--- config.mk ---
export PLATFORM = sky130hd
export DESIGN_NAME = sync_dp_mem_flat
export DESIGN_NICKNAME = d
export VERILOG_FILES = /design/src/rtl/sync_mem_pkg.sv /design/src/rtl/sync_dp_mem_if.sv /design/src/rtl/sync_mem_pipe.sv /design/src/rtl/sync_dp_mem.sv /design/src/flat_wrapper.sv
export SDC_FILE = /design/constraint.sdc
export NUM_CORES = 1
export LEC_CHECK = 0
export CAP_MARGIN = 10
export CORE_MARGIN = 8
export CORE_UTILIZATION = 55
export CTS_CLUSTER_DIAMETER = 80
export DETAILED_ROUTE_END_ITERATION = 12
export PLACE_DENSITY = 0.79
export SETUP_SLACK_MARGIN = 0.15
export SLEW_MARGIN = 20
export SYNTH_ARGS = -nofsm -noshare
export SYNTH_HDL_FRONTEND = slang
export SYNTH_SLANG_ARGS = --single-unit
--- constraint.sdc ---
create_clock -name clk -period 4.2 [get_ports clk]
set_clock_uncertainty 0.15 [all_clocks]
set_input_delay 0.84 -clock clk [delete_from_list [all_inputs] [get_ports clk]]
set_output_delay 0.84 -clock clk [all_outputs]
set_load 0.02 [all_outputs]
--- src/rtl/sync_mem_pkg.sv ---
// Shared types and constants for the sync_dp_mem dual-port memory.
// State encoding, byte width and read-latency limits live here.
package sync_mem_pkg;

    localparam int BYTE_W     = 8;
    localparam int MAX_RD_LAT = 4;

    typedef enum logic {
        ST_INIT = 1'b0,
        ST_RUN  = 1'b1
    } state_t;

    // Out-of-range latencies fold into 1..MAX_RD_LAT so the pipe never has zero stages.
    function automatic int clamp_lat(input int lat);
        if (lat < 1) begin
            return 1;
        end
        if (lat > MAX_RD_LAT) begin
            return MAX_RD_LAT;
        end
        return lat;
    endfunction

endpackage

--- src/rtl/sync_dp_mem_if.sv ---
// Write/read request and response bundle for sync_dp_mem.
// The master modport drives requests; the slave modport is the memory side.
interface sync_dp_mem_if
    import sync_mem_pkg::*;
#(
    parameter int WIDTH  = 8,
    parameter int ADDR_W = 4
);

    logic                      wr_valid;
    logic                      wr_ready;
    logic [ADDR_W-1:0]         wr_addr;
    logic [WIDTH-1:0]          wr_data;
    logic [WIDTH/BYTE_W-1:0]   wr_be;

    logic                      rd_valid;
    logic                      rd_ready;
    logic [ADDR_W-1:0]         rd_addr;
    logic [WIDTH-1:0]          rd_data;
    logic                      rd_data_valid;

    logic                      init_busy;

    modport master (
        output wr_valid, wr_addr, wr_data, wr_be,
        output rd_valid, rd_addr,
        input  wr_ready, rd_ready, rd_data, rd_data_valid, init_busy
    );

    modport slave (
        input  wr_valid, wr_addr, wr_data, wr_be,
        input  rd_valid, rd_addr,
        output wr_ready, rd_ready, rd_data, rd_data_valid, init_busy
    );

endinterface

--- src/rtl/sync_mem_pipe.sv ---
// Read-data delay line: RD_LAT registered stages of data plus valid.
// The final data stage only loads on a valid, so the output holds between reads.
module sync_mem_pipe
    import sync_mem_pkg::*;
#(
    parameter int WIDTH  = 8,
    parameter int RD_LAT = 1
) (
    input  logic             clk,
    input  logic             rst,
    input  logic             in_valid,
    input  logic [WIDTH-1:0] in_data,
    output logic             out_valid,
    output logic [WIDTH-1:0] out_data
);

    localparam int LAT = clamp_lat(RD_LAT);

    logic [LAT-1:0]   vld_q;
    logic [WIDTH-1:0] dat_q [LAT];

    always_ff @(posedge clk or posedge rst) begin
        if (rst) begin
            vld_q <= '0;
            for (int i = 0; i < LAT; i++) begin
                dat_q[i] <= '0;
            end
        end else begin
            vld_q[0] <= in_valid;
            if (in_valid) begin
                dat_q[0] <= in_data;
            end
            for (int i = 1; i < LAT; i++) begin
                vld_q[i] <= vld_q[i-1];
                if (vld_q[i-1]) begin
                    dat_q[i] <= dat_q[i-1];
                end
            end
        end
    end

    assign out_valid = vld_q[LAT-1];
    assign out_data  = dat_q[LAT-1];

endmodule

--- src/rtl/sync_dp_mem.sv ---
// Single-clock dual-port memory with byte-enabled writes, pipelined reads and a zero-fill pass after reset.
// Define SYNC_DP_MEM_BYPASS_EN for write-first same-address reads; the default build is read-first.
//
//  state   | meaning
//  --------+-----------------------------------------------
//  ST_INIT | clearing one word per cycle, ports not ready
//  ST_RUN  | normal operation, both ports ready
module sync_dp_mem
    import sync_mem_pkg::*;
#(
    parameter int WIDTH  = 8,
    parameter int ADDR_W = 4,
    parameter int RD_LAT = 1
) (
    input  logic          clk,
    input  logic          rst,
    sync_dp_mem_if.slave  bus
);

    localparam int DEPTH = 1 << ADDR_W;
    localparam int NB    = WIDTH / BYTE_W;

    state_t            state_q, state_d;
    logic [ADDR_W-1:0] cnt_q, cnt_d;
    logic              busy, ready;
    logic              wr_acc, rd_acc;
    logic [WIDTH-1:0]  mem [DEPTH];
    logic [WIDTH-1:0]  rd_word;

    always_ff @(posedge clk or posedge rst) begin
        if (rst) begin
            state_q <= ST_INIT;
            cnt_q   <= '0;
        end else begin
            state_q <= state_d;
            cnt_q   <= cnt_d;
        end
    end

    always_comb begin
        state_d = state_q;
        cnt_d   = cnt_q;
        case (state_q)
            ST_INIT: begin
                cnt_d = cnt_q + 1'b1;
                if (&cnt_q) begin
                    state_d = ST_RUN;
                end
            end
            ST_RUN: begin
                state_d = ST_RUN;
            end
            default: begin
                state_d = ST_INIT;
            end
        endcase
    end

    assign busy   = (state_q == ST_INIT);
    assign ready  = ~busy;
    assign wr_acc = bus.wr_valid & ready;
    assign rd_acc = bus.rd_valid & ready;

    // Array deliberately has no reset; the INIT pass is the only clearing mechanism.
    always_ff @(posedge clk) begin
        if (busy) begin
            mem[cnt_q] <= '0;
        end else if (wr_acc) begin
            for (int b = 0; b < NB; b++) begin
                if (bus.wr_be[b]) begin
                    mem[bus.wr_addr][b*BYTE_W +: BYTE_W] <= bus.wr_data[b*BYTE_W +: BYTE_W];
                end
            end
        end
    end

    always_comb begin
        rd_word = mem[bus.rd_addr];
`ifdef SYNC_DP_MEM_BYPASS_EN
        if (wr_acc && (bus.wr_addr == bus.rd_addr)) begin
            for (int b = 0; b < NB; b++) begin
                if (bus.wr_be[b]) begin
                    rd_word[b*BYTE_W +: BYTE_W] = bus.wr_data[b*BYTE_W +: BYTE_W];
                end
            end
        end
`else
        rd_word = mem[bus.rd_addr];
`endif
    end

    sync_mem_pipe #(
        .WIDTH  (WIDTH),
        .RD_LAT (RD_LAT)
    ) u_pipe (
        .clk       (clk),
        .rst       (rst),
        .in_valid  (rd_acc),
        .in_data   (rd_word),
        .out_valid (bus.rd_data_valid),
        .out_data  (bus.rd_data)
    );

    assign bus.wr_ready  = ready;
    assign bus.rd_ready  = ready;
    assign bus.init_busy = busy;

endmodule

--- src/flat_wrapper.sv ---
// flat-port wrapper written by rule: the top's interface ports become plain ports
module sync_dp_mem_flat import sync_mem_pkg::*;
#(
    parameter int WIDTH  = 8,
    parameter int ADDR_W = 4,
    parameter int RD_LAT = 1
)
  (clk, rst, bus_wr_valid, bus_wr_addr, bus_wr_data, bus_wr_be, bus_rd_valid, bus_rd_addr, bus_wr_ready, bus_rd_ready, bus_rd_data, bus_rd_data_valid, bus_init_busy);
  sync_dp_mem_if #(.WIDTH(WIDTH), .ADDR_W(ADDR_W)) bus_i ();
  input  logic clk;
  input  logic rst;
  input wire logic [$bits(bus_i.wr_valid)-1:0] bus_wr_valid;
  input wire logic [$bits(bus_i.wr_addr)-1:0] bus_wr_addr;
  input wire logic [$bits(bus_i.wr_data)-1:0] bus_wr_data;
  input wire logic [$bits(bus_i.wr_be)-1:0] bus_wr_be;
  input wire logic [$bits(bus_i.rd_valid)-1:0] bus_rd_valid;
  input wire logic [$bits(bus_i.rd_addr)-1:0] bus_rd_addr;
  output wire logic [$bits(bus_i.wr_ready)-1:0] bus_wr_ready;
  output wire logic [$bits(bus_i.rd_ready)-1:0] bus_rd_ready;
  output wire logic [$bits(bus_i.rd_data)-1:0] bus_rd_data;
  output wire logic [$bits(bus_i.rd_data_valid)-1:0] bus_rd_data_valid;
  output wire logic [$bits(bus_i.init_busy)-1:0] bus_init_busy;
  assign bus_i.wr_valid = bus_wr_valid;
  assign bus_i.wr_addr = bus_wr_addr;
  assign bus_i.wr_data = bus_wr_data;
  assign bus_i.wr_be = bus_wr_be;
  assign bus_i.rd_valid = bus_rd_valid;
  assign bus_i.rd_addr = bus_rd_addr;
  assign bus_wr_ready = bus_i.wr_ready;
  assign bus_rd_ready = bus_i.rd_ready;
  assign bus_rd_data = bus_i.rd_data;
  assign bus_rd_data_valid = bus_i.rd_data_valid;
  assign bus_init_busy = bus_i.init_busy;
  sync_dp_mem #(.WIDTH(WIDTH), .ADDR_W(ADDR_W), .RD_LAT(RD_LAT)) u_core (.clk(clk), .rst(rst), .bus(bus_i));
endmodule
After elaboration in Yosys (flattened, before gate mapping):

Memories as Yosys holds them, arrays and structs flattened. A register that Yosys moved wholly into a read port is not among the register bits.
Index checks and enable logic that the tools add are counted.

* muxes and demuxes: 10
* reduce and logical (&&, ||, !) cells: 2
* multipliers: 0
* divide/modulo/power cells: 0
* equality and inequality tests: 0
* add/sub/neg operators: 1
* bitwise operators: 3
* shift operators: 0
* $lt $le $gt $ge: 0

Operators with widths (count)
* $mux W8: 1
* $reduce_or A8 Y1: 1
* $mux W1: 7
* $add A4 B1 Y4 const B: 1
* $mux W4: 1
* $reduce_and A4 Y1: 1
* $and A1 B1 Y1: 2
* $pmux W1 S2: 1
* $not A1 Y1: 1

* output and inout port bits: 12
* register bits: 6
* bits in writable memories: 128
* bits of input ports: 21
* ROM bits: 0
* word-level logic and storage cells: 20
* memories kept: 1
* bits in latches: 0

Memories
* u_core.mem: depth 16, bits a word 8, read ports 1, clocked after Yosys merged registers in 1, wr ports 1, line sync_dp_mem.sv:27 `logic [WIDTH-1:0] mem [DEPTH];`

Logic depth before layout (Yosys ltp):

Gate-level depths: netlist of the first run.

* depth after elaboration: 6
* gate-level depth with buffers: 6
* gate-level depth less buffers: 4

Modules after synthesis:

Synthesis of the first run repeated with hierarchy kept, for this count alone.

* cells, all modules: 275
* area, all modules: 5704.2 um2

By module, submodules not included
* sync_dp_mem: sequential area each 3968.8 um2, area an instance 5343.9 um2, cells each 256, times used 1
* sync_mem_pipe: sequential area each 225.2 um2, area an instance 360.3 um2, cells each 19, times used 1

Worst setup path after synthesis of the first run:

OpenSTA, ideal clock, no wires.

* path type: input-to-reg
* start point: in bus_wr_be
* end point: mem u_core.mem[2][0] (enable)
* stages: 5
* data required time: 3.680 ns
* buffers on the path: 1
* library setup time: 0.370 ns
* arrival: 1.760 ns
* slack: 1.920 ns
* cells stage by stage: and3_4 -> buf_6 -> nor3b_2 -> a31oi_2 -> nor2_1

* longest elaborated chain between the ends: 6
* elaborated cells on any way between the ends: 7
* those cells by class: mux (6); reduce/logical (1)

RTL lines
* start: declaration: line flat_wrapper.sv:15 `input wire logic [$bits(bus_i.wr_be)-1:0] bus_wr_be;`
* $mux W1 *: line sync_dp_mem.sv:70 `if (bus.wr_be[b]) begin`
* $mux W1 *: line sync_dp_mem.sv:68 `end else if (wr_acc) begin`
* $mux W1 *: line sync_dp_mem.sv:66 `if (busy) begin`
* $mux W1 (implied by the code) *: line sync_dp_mem.sv:71 `mem[bus.wr_addr][b*BYTE_W +: BYTE_W] <= bus.wr_data[b*BYTE_W +: BYTE_W];`
* $reduce_or A8 Y1 (no line)
* $mux W4 (no line) or $mux W1 (tied branches)
* end: declaration: line sync_dp_mem.sv:27

Mark *: on every way between the ends. The rest lies on a longest branch, timed or not.

Worst setup path in the final report of the first run:

* start point: reg u_core.state_q, in the netlist u_core.bus.rd_ready
* end point: out bus_init_busy

* longest elaborated chain between the ends: 1

RTL lines
* start: declaration: line sync_dp_mem.sv:23 `state_t state_q, state_d;`
* start signal: assignment: line sync_dp_mem.sv:35 `state_q <= state_d;`
* $not A1 Y1: line sync_dp_mem.sv:59 `assign busy = (state_q == ST_INIT);`
* end: declaration: line flat_wrapper.sv:22 `output wire logic [$bits(bus_i.init_busy)-1:0] bus_init_busy;`

No other way between the ends.

==> summary.txt, run 1 <==
Status
  • Status: finished, final reports clean

CTS
  • Clock Tree Buf Depth: 2
  • Post-CTS Resized: 0
  • Post CTS Setup Buffer Count: 0
  • Clk sink count: 142
  • Root buffer cell: clkbuf_8
  • Clk_lat worst skew: between 0.5 and 0.6 ns
  • Number of buffers created by CTS: 17
  • Clock slew at reported path FFs: 0.06 ns
  • Hold Buf Count CTS: 0
  • CTS H-Tree Depth: 4
  • CTS tree: yes

GRT
  • Initial antenna violation count: 0
  • GRT Resource Usage Total: between 10% and 20%
  • Grt total ovfl: 0
  • First-pass GRT wire length: about 19000 um
  • Vias in the first global route: 3417
  • Pin count of the biggest net entering global routing: 65

Power and ir drop
  • Net Sw Frac: between 20% and 30%
  • Clk pwr share: roughly 48%
  • Power Internal: 2.65 mW
  • Final total power: approximately 3.3 mW
  • Reg power frac: a little under half
  • Peak supply drop: between 300 and 400 uV
  • Pwr dens: around 500 nW/um2
  • Leak: between 2 and 3 nW
  • Comb pwr share: ~5.4%
  • P_sw: ~0.68 mW

Floorplan
  • Die footprint: 14100 um2
  • Io pins: 33
  • Initial Utilization: between 50% and 60%
  • Die height: between 100 and 150 um
  • Die Wd: ~120 um
  • Row cnt: 37
  • CORE AREA: just over 10000 um2

Routing
  • Via count: around 3300
  • Routed vias/inst: ~6.1
  • Routed wire per std cell: between 20 and 25 um
  • Initial drt markers: between 300 and 400
  • Number of routed nets with antenna violations: 0
  • DRC viols: 0
  • WL final: around 12000 um
  • First drt pass iteration count: 5

Yosys
  • Synth cell types: 30
  • Cells after Synth: around 360
  • Yosys warnings: 0
  • Share of the synthesized area in the top cell type: between 60% and 70%
  • Syn_nets: around 380
  • Sequential share of the synthesized area: 72.5%
  • Mapped Area: 5790 um2
  • Cell taking the most area after synthesis: edfxtp_1
  • Top_reg_cell synth: edfxtp_1
  • Main area contributors after synthesis: edfxtp_1 66%, mux2i_1 11%, dfrtp_1 6.1%, a22oi_1 3.1%, nand2_1 1.8%
  • Top cells by count, synth: 128 x edfxtp_1, 64 x mux2i_1, 27 x nand2_1
  • Count leader, synth: edfxtp_1
  • Yosys reg bits: approximately 140
  • Avg Inst Size Synth: between 15 and 20 um2
  • FFs w/ async S/R, synth: about a tenth
  • EDFF count, synth: 128

Min path
  • Min-Delay Path Class: reg -> reg
  • Min-delay src: u_core.u_pipe.out_data[4]
  • Hold depth: 2
  • Hold EP: u_core.u_pipe.out_data[4]

Critical path
  • Critical path launch point type: flop
  • Crit path DAT: between 1.5 and 2 ns
  • CP delay by family, top: buffers and inverters
  • Critical R2R Launch: u_core.bus.rd_ready
  • CP max FO: 11
  • Reg-to-reg slack, setup: approximately 1.9 ns
  • Req. time, crit path: about 3.2 ns
  • CP max stage cell: clkdlybuf4s50_1
  • RR Endpoint: u_core.mem[8][6]
  • CP Class: reg -> out
  • Reg2Reg Depth: 3
  • Crit-path cells: inv_1, clkdlybuf4s50_1
  • Worst path max stage delay: 0.63 ns
  • Crit path capture type: output port
  • Crit path buf inv count: 2

Finish
  • ANT cells: 0
  • Final Instance Count excl. Fillers: around 540
  • Layout cells sized above 1: between 9 and 10%
  • Final Util: between 60 and 70%
  • Nets: approximately 420
  • Post-Layout Inst Area: slightly below 7000 um2
  • Syn-to-layout area delta: 16.6%

Timing
  • Relative slew slack: about a quarter
  • Count of final hold-check violations: 0
  • Final setup violation count: 0
  • Tmin final: 2.80 ns
  • RSZ-0062 raised after global routing: no
  • Final worst slack: approximately 1.4 ns
  • WHS: ~0.34 ns
  • Worst slew pin tran: 1.11 ns
  • TNS Setup: 0 ns
  • Final period util: approximately 67%
  • Slew Viols, Final: 0
  • FMAX: 357 MHz

Placed design
  • DPL Wire Length: roughly 7800 um
  • DP Area: slightly above 6000 um2
  • IO Port Bufs: 32
  • Post-place setup slack: around 1.2 ns
  • Routability cong.: around 0.89
  • Inst Count DP: slightly above 500

Flow run
  • Max_cap viols: 0
## layer usage
metal / share of wire (%) / track usage, % / up-vias / wire length, um
li1: - / - / 1460 / -
met1: 40 / 22.7 / 1623 / 4960
met2: 49 / 29.5 / 204 / 6040
met3: 8.5 / 5.47 / 26 / 1050
met4: 2.1 / 7.51 / 0 / 264
met5: 0 / 0 / - / 0
## how the worst max path moves through the flow
stage | from | end | slack, ns | depth (start not counted)
global placement | bus_wr_be | u_core.mem[12][5] | 1.20 | 4
finish | u_core.bus.rd_ready | bus_init_busy | 1.40 | 2
floorplan | bus_wr_be | u_core.mem[2][0] | 1.92 | 5
CTS | u_core.bus.rd_ready | bus_init_busy | 1.38 | 2
global route | u_core.bus.rd_ready | bus_init_busy | 1.31 | 2
detailed placement | bus_rd_addr[1] | u_core.u_pipe.out_data[4] | 1.17 | 5
## logic make-up (layout without fill, tap and decap cells)
logic type | Yosys count | in the layout | synth area share (%)
buffers and inverters | 26 | 72 | 3.40
adder cells (fa/ha/maj) | 1 | 1 | 0.216
multiplexers | 65 | 65 | 11.3
AND/OR/NAND/NOR | 93 | 93 | 7.94
XOR/XNOR | 3 | 3 | 0.454
AO/OA/AOI/OAI | 32 | 32 | 4.24
flip-flops | 142 | 142 | 72.5
## cells in the final DEF (no fill, tap or decap)
cell	n
a31oi_2	2
inv_6	2
nand3_1	19
nor2_1	17
bufinv_16	5
a22oi_1	24
nor2_2	2
clkinv_2	2
nand2_1	27
a32oi_1	2
clkbuf_1	1
and2_1	9
ha_1	1
nand4_1	8
clkinvlp_4	1
nor3_1	3
clkinv_1	1
nor3b_2	2
nor2b_1	3
mux2i_1	64
and3_1	2
edfxtp_1	128
clkdlybuf4s50_1	31
mux2_2	1
a31oi_1	2
clkbuf_8	1
inv_1	7
xnor2_1	3
buf_4	2
clkinv_4	3
dfrtp_1	14
and3_4	1
a21oi_1	2
clkbuf_16	16
## power by group through the flow
stage	logic, mW	registers [mW]	clock network [mW]
final	0.179	1.56	1.59
after global routing	0.191	1.56	1.66
after CTS	0.178	1.56	1.59
after detailed placement	0.176	1.59	0
after global placement	0.172	1.59	0
after floorplan	0.0967	1.60	0
## cell type report
type,count,area (um2)
clock buffers,18,418
clock inverters,14,215
fillers,691,3530
inverters,7,26.3
multi-input cells,194,1400
flip-flops and latches,142,4190
well taps,136,170
repair buffers,33,325
## worst min-delay path: stages (launching register included)
cell and delay, ns:
dfrtp_1 0.35, nand2_1 0.05, nand3_1 0.06
## flip-flops by register name, summed over array words and instances (netlist names)
signal,cells
u_core.mem,128
u_core.u_pipe.out_data,8
u_core.cnt_q,4
u_core.bus.rd_ready,1
u_core.u_pipe.out_valid,1
(Power assumes the default switching activity.)
==> run 2: changes to the inputs <==
clock period = 2.89 ns   (was 4.2 ns; I/O delays follow)
==> run 2 against run 1 <==
Effect of this change:
- combinational power increased by 52%
- non-clock buffer count increased by 13
- register-to-register slack got worse by 1.4 ns
- core utilization increased by 0.39 points
- first-iteration DRC count increased by 32%
- setup slack got worse by 1.1 ns
- design area increased by 0.59%
- critical path depth unchanged
- flip-flop and latch count unchanged
==> summary.txt, run 2 (synthesized netlist as in run 1, its figures left out) <==
Status
  • Status: finished, final reports clean

Floorplan
  • Io pins: 33
  • Initial Utilization: between 50% and 60%
  • Die footprint: 14100 um2
  • Die height: about 120 um
  • Row cnt: 37
  • CORE AREA: ~10000 um2
  • Die Wd: 119 um

Finish
  • Register Area: between 4000 and 5000 um2
  • Most frequent cells in the layout: 128 x edfxtp_1, 64 x mux2i_1, 31 x clkdlybuf4s50_1
  • Most common cell after layout, fill and taps aside: edfxtp_1
  • Max reg flops: 128
  • Footprint of the multi-input gates: about 1400 um2
  • Reg with most FFs: u_core.mem
  • Nets: 430
  • Layout cells sized above 1: 12.8%
  • Post-Layout Inst Area: roughly 6800 um2
  • ANT cells: 0
  • Layout fillers: 695
  • Syn-to-layout area delta: 17.3%
  • Final Util: around two thirds

Routing
  • DRC viols: 0
  • Routed vias/inst: about 6.0
  • Via count: roughly 3300
  • Number of routed nets with antenna violations: 0
  • Initial drt markers: ~500
  • Routed wire per std cell: ~23 um
  • First drt pass iteration count: 6
  • WL final: ~13000 um

CTS
  • Post CTS Setup Buffer Count: 0
  • CTS H-Tree Depth: 4
  • Clk_lat worst skew: around 0.52 ns
  • Clock Tree Buf Depth: 2
  • Hold Buf Count CTS: 0
  • Clk sink count: about 140
  • Post-CTS Resized: 0
  • Clock slew at reported path FFs: about 0.060 ns
  • CTS tree: yes
  • Number of buffers created by CTS: 17
  • Root buffer cell: clkbuf_8

Power and ir drop
  • Final total power: 4.60 mW
  • Leak: about 2.7 nW
  • Pwr dens: slightly below 700 nW/um2
  • Peak supply drop: roughly 480 uV

Critical path
  • Crit path buf inv count: 2
  • Worst path max stage delay: 0.63 ns
  • CP max stage cell: clkdlybuf4s50_1
  • Crit path DAT: 1.82 ns
  • CP Class: reg -> out
  • Critical path launch point type: flop
  • Reg-to-reg slack, setup: ~0.48 ns
  • Crit path capture type: output port
  • CP delay by family, top: buffers and inverters
  • CP max FO: 11
  • Req. time, crit path: about 2.2 ns
  • Crit-path cells: inv_1, clkdlybuf4s50_1

GRT
  • Grt total ovfl: 0
  • Initial antenna violation count: 0
  • First-pass GRT wire length: 19200 um
  • Pin count of the biggest net entering global routing: 27
  • Vias in the first global route: between 3000 and 4000
  • GRT Resource Usage Total: 18.3%

Timing
  • TNS Setup: 0 ns
  • Relative slew slack: about 29%
  • Worst slew pin tran: between 1 and 1.5 ns
  • RSZ-0062 raised after global routing: no
  • Final setup violation count: 0
  • Tmin final: 2.55 ns
  • Final period util: roughly 90%
  • FMAX: roughly 390 MHz
  • Count of final hold-check violations: 0
  • Slew Viols, Final: 0

Placed design
  • DP Area: between 6000 and 7000 um2
  • IO Port Bufs: 32
  • Routability cong.: around 0.91
  • DPL Wire Length: approximately 8400 um

Flow run
  • Max_cap viols: 0

Min path
  • Min-Delay Path Class: in -> async
## run 2: cell count changes in the layout (fill, tap and decap cells not counted), sizes merged
cell | before | now
buf | 2 | 15
inv | 9 | 14
bufinv | 5 | 1
clkinv | 6 | 4
clkinvlp | 1 | 3
clkbuf | 18 | 17
## run 2: path summary, 6_finish.rpt
| check | from | cells after the start | to |
|---|---|---|---|
| max | u_core.bus.rd_ready | 2 | bus_init_busy |
| min | rst | 2 | u_core.cnt_q[1] |
| max reg2reg | u_core.bus.rd_ready | 3 | u_core.mem[15][4] |
| min reg2reg | u_core.u_pipe.out_data[4] | 2 | u_core.u_pipe.out_data[4] |
| max in group asynchronous | rst | 2 | u_core.u_pipe.out_data[5] |
| min in group clk | u_core.u_pipe.out_data[4] | 2 | u_core.u_pipe.out_data[4] |
## run 2: metrics by stage
stage | setup WS (ns) | hold slack [ns] | std cells
finish | 0.341 | 0.281 | 557
detailed placement | 0.0766 | 0.347 | 525
global placement | 0.130 | 0.318 | 525
global route | 0.255 | 0.334 | 557
floorplan | 0.834 | 0.317 | 362
CTS | 0.305 | 0.298 | 557
## run 2: power breakdown
| part | internal, mW | switching (mW) |
|---|---|---|
| Combinational | 0.112 | 0.160 |
| Clock | 1.17 | 0.891 |
| Sequential | 2.25 | 0.0155 |
| Total | 3.53 | 1.07 |
## run 2: cell type report
class                           instances  area share [%]
Tap cell                              136            2.51
Timing Repair Buffer                   46            6.42
Sequential cell                       142            61.8
Inverter                                7           0.387
Multi-Input combinational cell        194            20.6
Clock buffer                           17            6.10
Clock inverter                         15            2.23
## run 2: routing by layer
metal / share of wire (%) / global-route usage, % / up-vias
li1: - / - / 1480
met1: 40 / 22.6 / 1631
met2: 49 / 30.0 / 193
met3: 8.7 / 5.14 / 33
met4: 2.4 / 6.96 / 0
met5: 0 / 0 / -
## run 2: worst reg2reg max path, cell delays in order (launching register included)
cell and delay [ns]:
dfrtp_1 0.57, and3_4 0.38, a32oi_1 0.23, nor2_1 0.71
==> run 3: changes to the inputs <==
CORE_UTILIZATION = 50   (was 55)
PLACE_DENSITY = 0.74   (was 0.79)
==> run 3 against run 2 <==
Effect of this change:
- die area up 8.6%
- clock power about the same
- core utilization decreased by 6.2 points
- first-iteration DRC count is 55% lower
- largest power group unchanged
==> summary.txt, run 3 (synthesized netlist as in run 1, its figures left out) <==
GRT
  • Pin count of the biggest net entering global routing: 41
  • Vias in the first global route: between 3000 and 4000
  • Grt total ovfl: 0
  • GRT Resource Usage Total: approximately 17%
  • Initial antenna violation count: 0
  • First-pass GRT wire length: 18500 um

Critical path
  • Worst path max stage delay: 0.62 ns
  • CP max stage cell: clkdlybuf4s50_1
  • Req. time, crit path: between 2 and 2.5 ns
  • Crit path DAT: about 1.8 ns
  • Crit-path cells: inv_1, clkdlybuf4s50_1
  • CP Class: reg -> out
  • Critical path launch point type: flop
  • CP max FO: 11
  • Crit path capture type: output port

Timing
  • Final period util: roughly 86%
  • TNS Setup: 0 ns
  • Tmin final: between 2 and 2.5 ns
  • Slew Viols, Final: 0
  • Worst slew pin tran: 0.718 ns
  • Final setup violation count: 0
  • FMAX: between 400 and 500 MHz
  • RSZ-0062 raised after global routing: no
  • Count of final hold-check violations: 0
  • Relative slew slack: around half
  • Final worst slack: 0.417 ns
  • WHS: between 0.3 and 0.4 ns

Finish
  • Most common cell after layout, fill and taps aside: edfxtp_1
  • Post-Layout Inst Area: 6810 um2
  • Layout cells sized above 1: between 10% and 20%
  • Reg with most FFs: u_core.mem
  • Syn-to-layout area delta: 17.6%
  • ANT cells: 0
  • Nets: 430
  • Max reg flops: 128
  • Most frequent cells in the layout: 128 x edfxtp_1, 64 x mux2i_1, 31 x clkdlybuf4s50_1

CTS
  • Clock slew at reported path FFs: 0.06 ns
  • Clock Tree Buf Depth: 2
  • Root buffer cell: clkbuf_16
  • Number of buffers created by CTS: 17
  • CTS tree: yes
  • CTS H-Tree Depth: 4
  • Clk sink count: about 140
  • Post-CTS Resized: 0
  • Post CTS Setup Buffer Count: 0
  • Hold Buf Count CTS: 0
  • Clk_lat worst skew: between 0.4 and 0.5 ns

Floorplan
  • Row cnt: 39
  • Initial Utilization: between 50% and 60%
  • Die height: about 120 um
  • Die Wd: between 100 and 150 um
  • CORE AREA: 11400 um2
  • Io pins: 33
  • Die footprint: 15300 um2

Power and ir drop
  • Leak: 2.69 nW
  • Final total power: ~4.6 mW
  • Peak supply drop: 380 uV
  • Clk pwr share: between 40% and 50%
  • Power Internal: 3.63 mW
  • Pwr dens: 679 nW/um2
  • P_sw: 0.989 mW
  • Comb pwr share: between 5 and 6%
  • Net Sw Frac: 21.4%
  • Reg power frac: roughly half

Routing
  • DRC viols: 0
  • Routed wire per std cell: around 21 um
  • WL final: 12100 um
  • First drt pass iteration count: 4
  • Routed vias/inst: 5.73
  • Initial drt markers: around 220
  • Number of routed nets with antenna violations: 0
  • Via count: 3229

Placed design
  • IO Port Bufs: 32
  • DPL Wire Length: 7970 um
  • DP Area: approximately 6200 um2
  • Routability cong.: 0.825
  • Post-place setup slack: 0.121 ns

Min path
  • Min-Delay Path Class: reg -> reg

Flow run
  • Max_cap viols: 0

Status
  • Status: finished, final reports clean
[run 3: cell types whose count changed in the layout (fill, tap and decap cells not counted), sizes merged]
cell | before | now
clkinvlp | 3 | 6
clkinv | 4 | 6
clkbuf | 17 | 18
bufinv | 1 | 2
inv | 14 | 7
[run 3: path summary, 6_finish.rpt]
check                                          startpoint                   endpoint  slack, ns  cells past startpoint
worst min register to register  u_core.u_pipe.out_data[2]  u_core.u_pipe.out_data[2]       0.33                      2
min in group asynchronous                             rst  u_core.u_pipe.out_data[3]       0.41                      2
max in group asynchronous                             rst  u_core.u_pipe.out_data[7]       1.74                      2
worst max-delay path                  u_core.bus.rd_ready              bus_init_busy       0.42                      2
worst max register to register        u_core.bus.rd_ready          u_core.mem[15][3]       0.48                      3
worst min-delay path            u_core.u_pipe.out_data[2]  u_core.u_pipe.out_data[2]       0.33                      2
[run 3: cell type report]
| class | instances | area (um2) |
|---|---|---|
| fillers | 840 | 4560 |
| flip-flops and latches | 142 | 4190 |
| multi-input cells | 194 | 1400 |
| repair buffers | 46 | 435 |
| clock buffers | 18 | 429 |
| well taps | 143 | 179 |
| clock inverters | 14 | 146 |
| inverters | 7 | 26.3 |
[run 3: per-layer routing]
layer	share of wire [%]	wire (um)	up-vias	track usage (%)
li1	-	-	1471	-
met1	39	4710	1621	18.8
met2	53	6420	113	29.9
met3	5.5	668	24	4.81
met4	2.3	278	0	7.83
met5	0	0	-	0
[run 3: worst max-delay path: cells and delay by family (launching register included)]
kind | cells | cell delay (ns)
buffers and inverters | 2 | 0.79
flip-flops | 1 | 0.54
[run 3: power by group through the flow]
| stage | logic [mW] | registers (mW) | clock network (mW) |
|---|---|---|---|
| 2_1_floorplan | 0.140 | 2.32 | 0 |
| 3_3_place_gp | 0.265 | 2.30 | 0 |
| 3_5_place_dp | 0.272 | 2.30 | 0 |
| 4_1_cts | 0.273 | 2.26 | 2.10 |
| 5_1_grt | 0.289 | 2.26 | 2.20 |
| 6_report | 0.272 | 2.26 | 2.08 |
[run 3: metrics by stage]
step | cells | utilization (%)
global route | 564 | 59.9
finish | 564 | 59.9
CTS | 564 | 59.9
global placement | 532 | 54.8
floorplan | 362 | -
detailed placement | 532 | 54.8
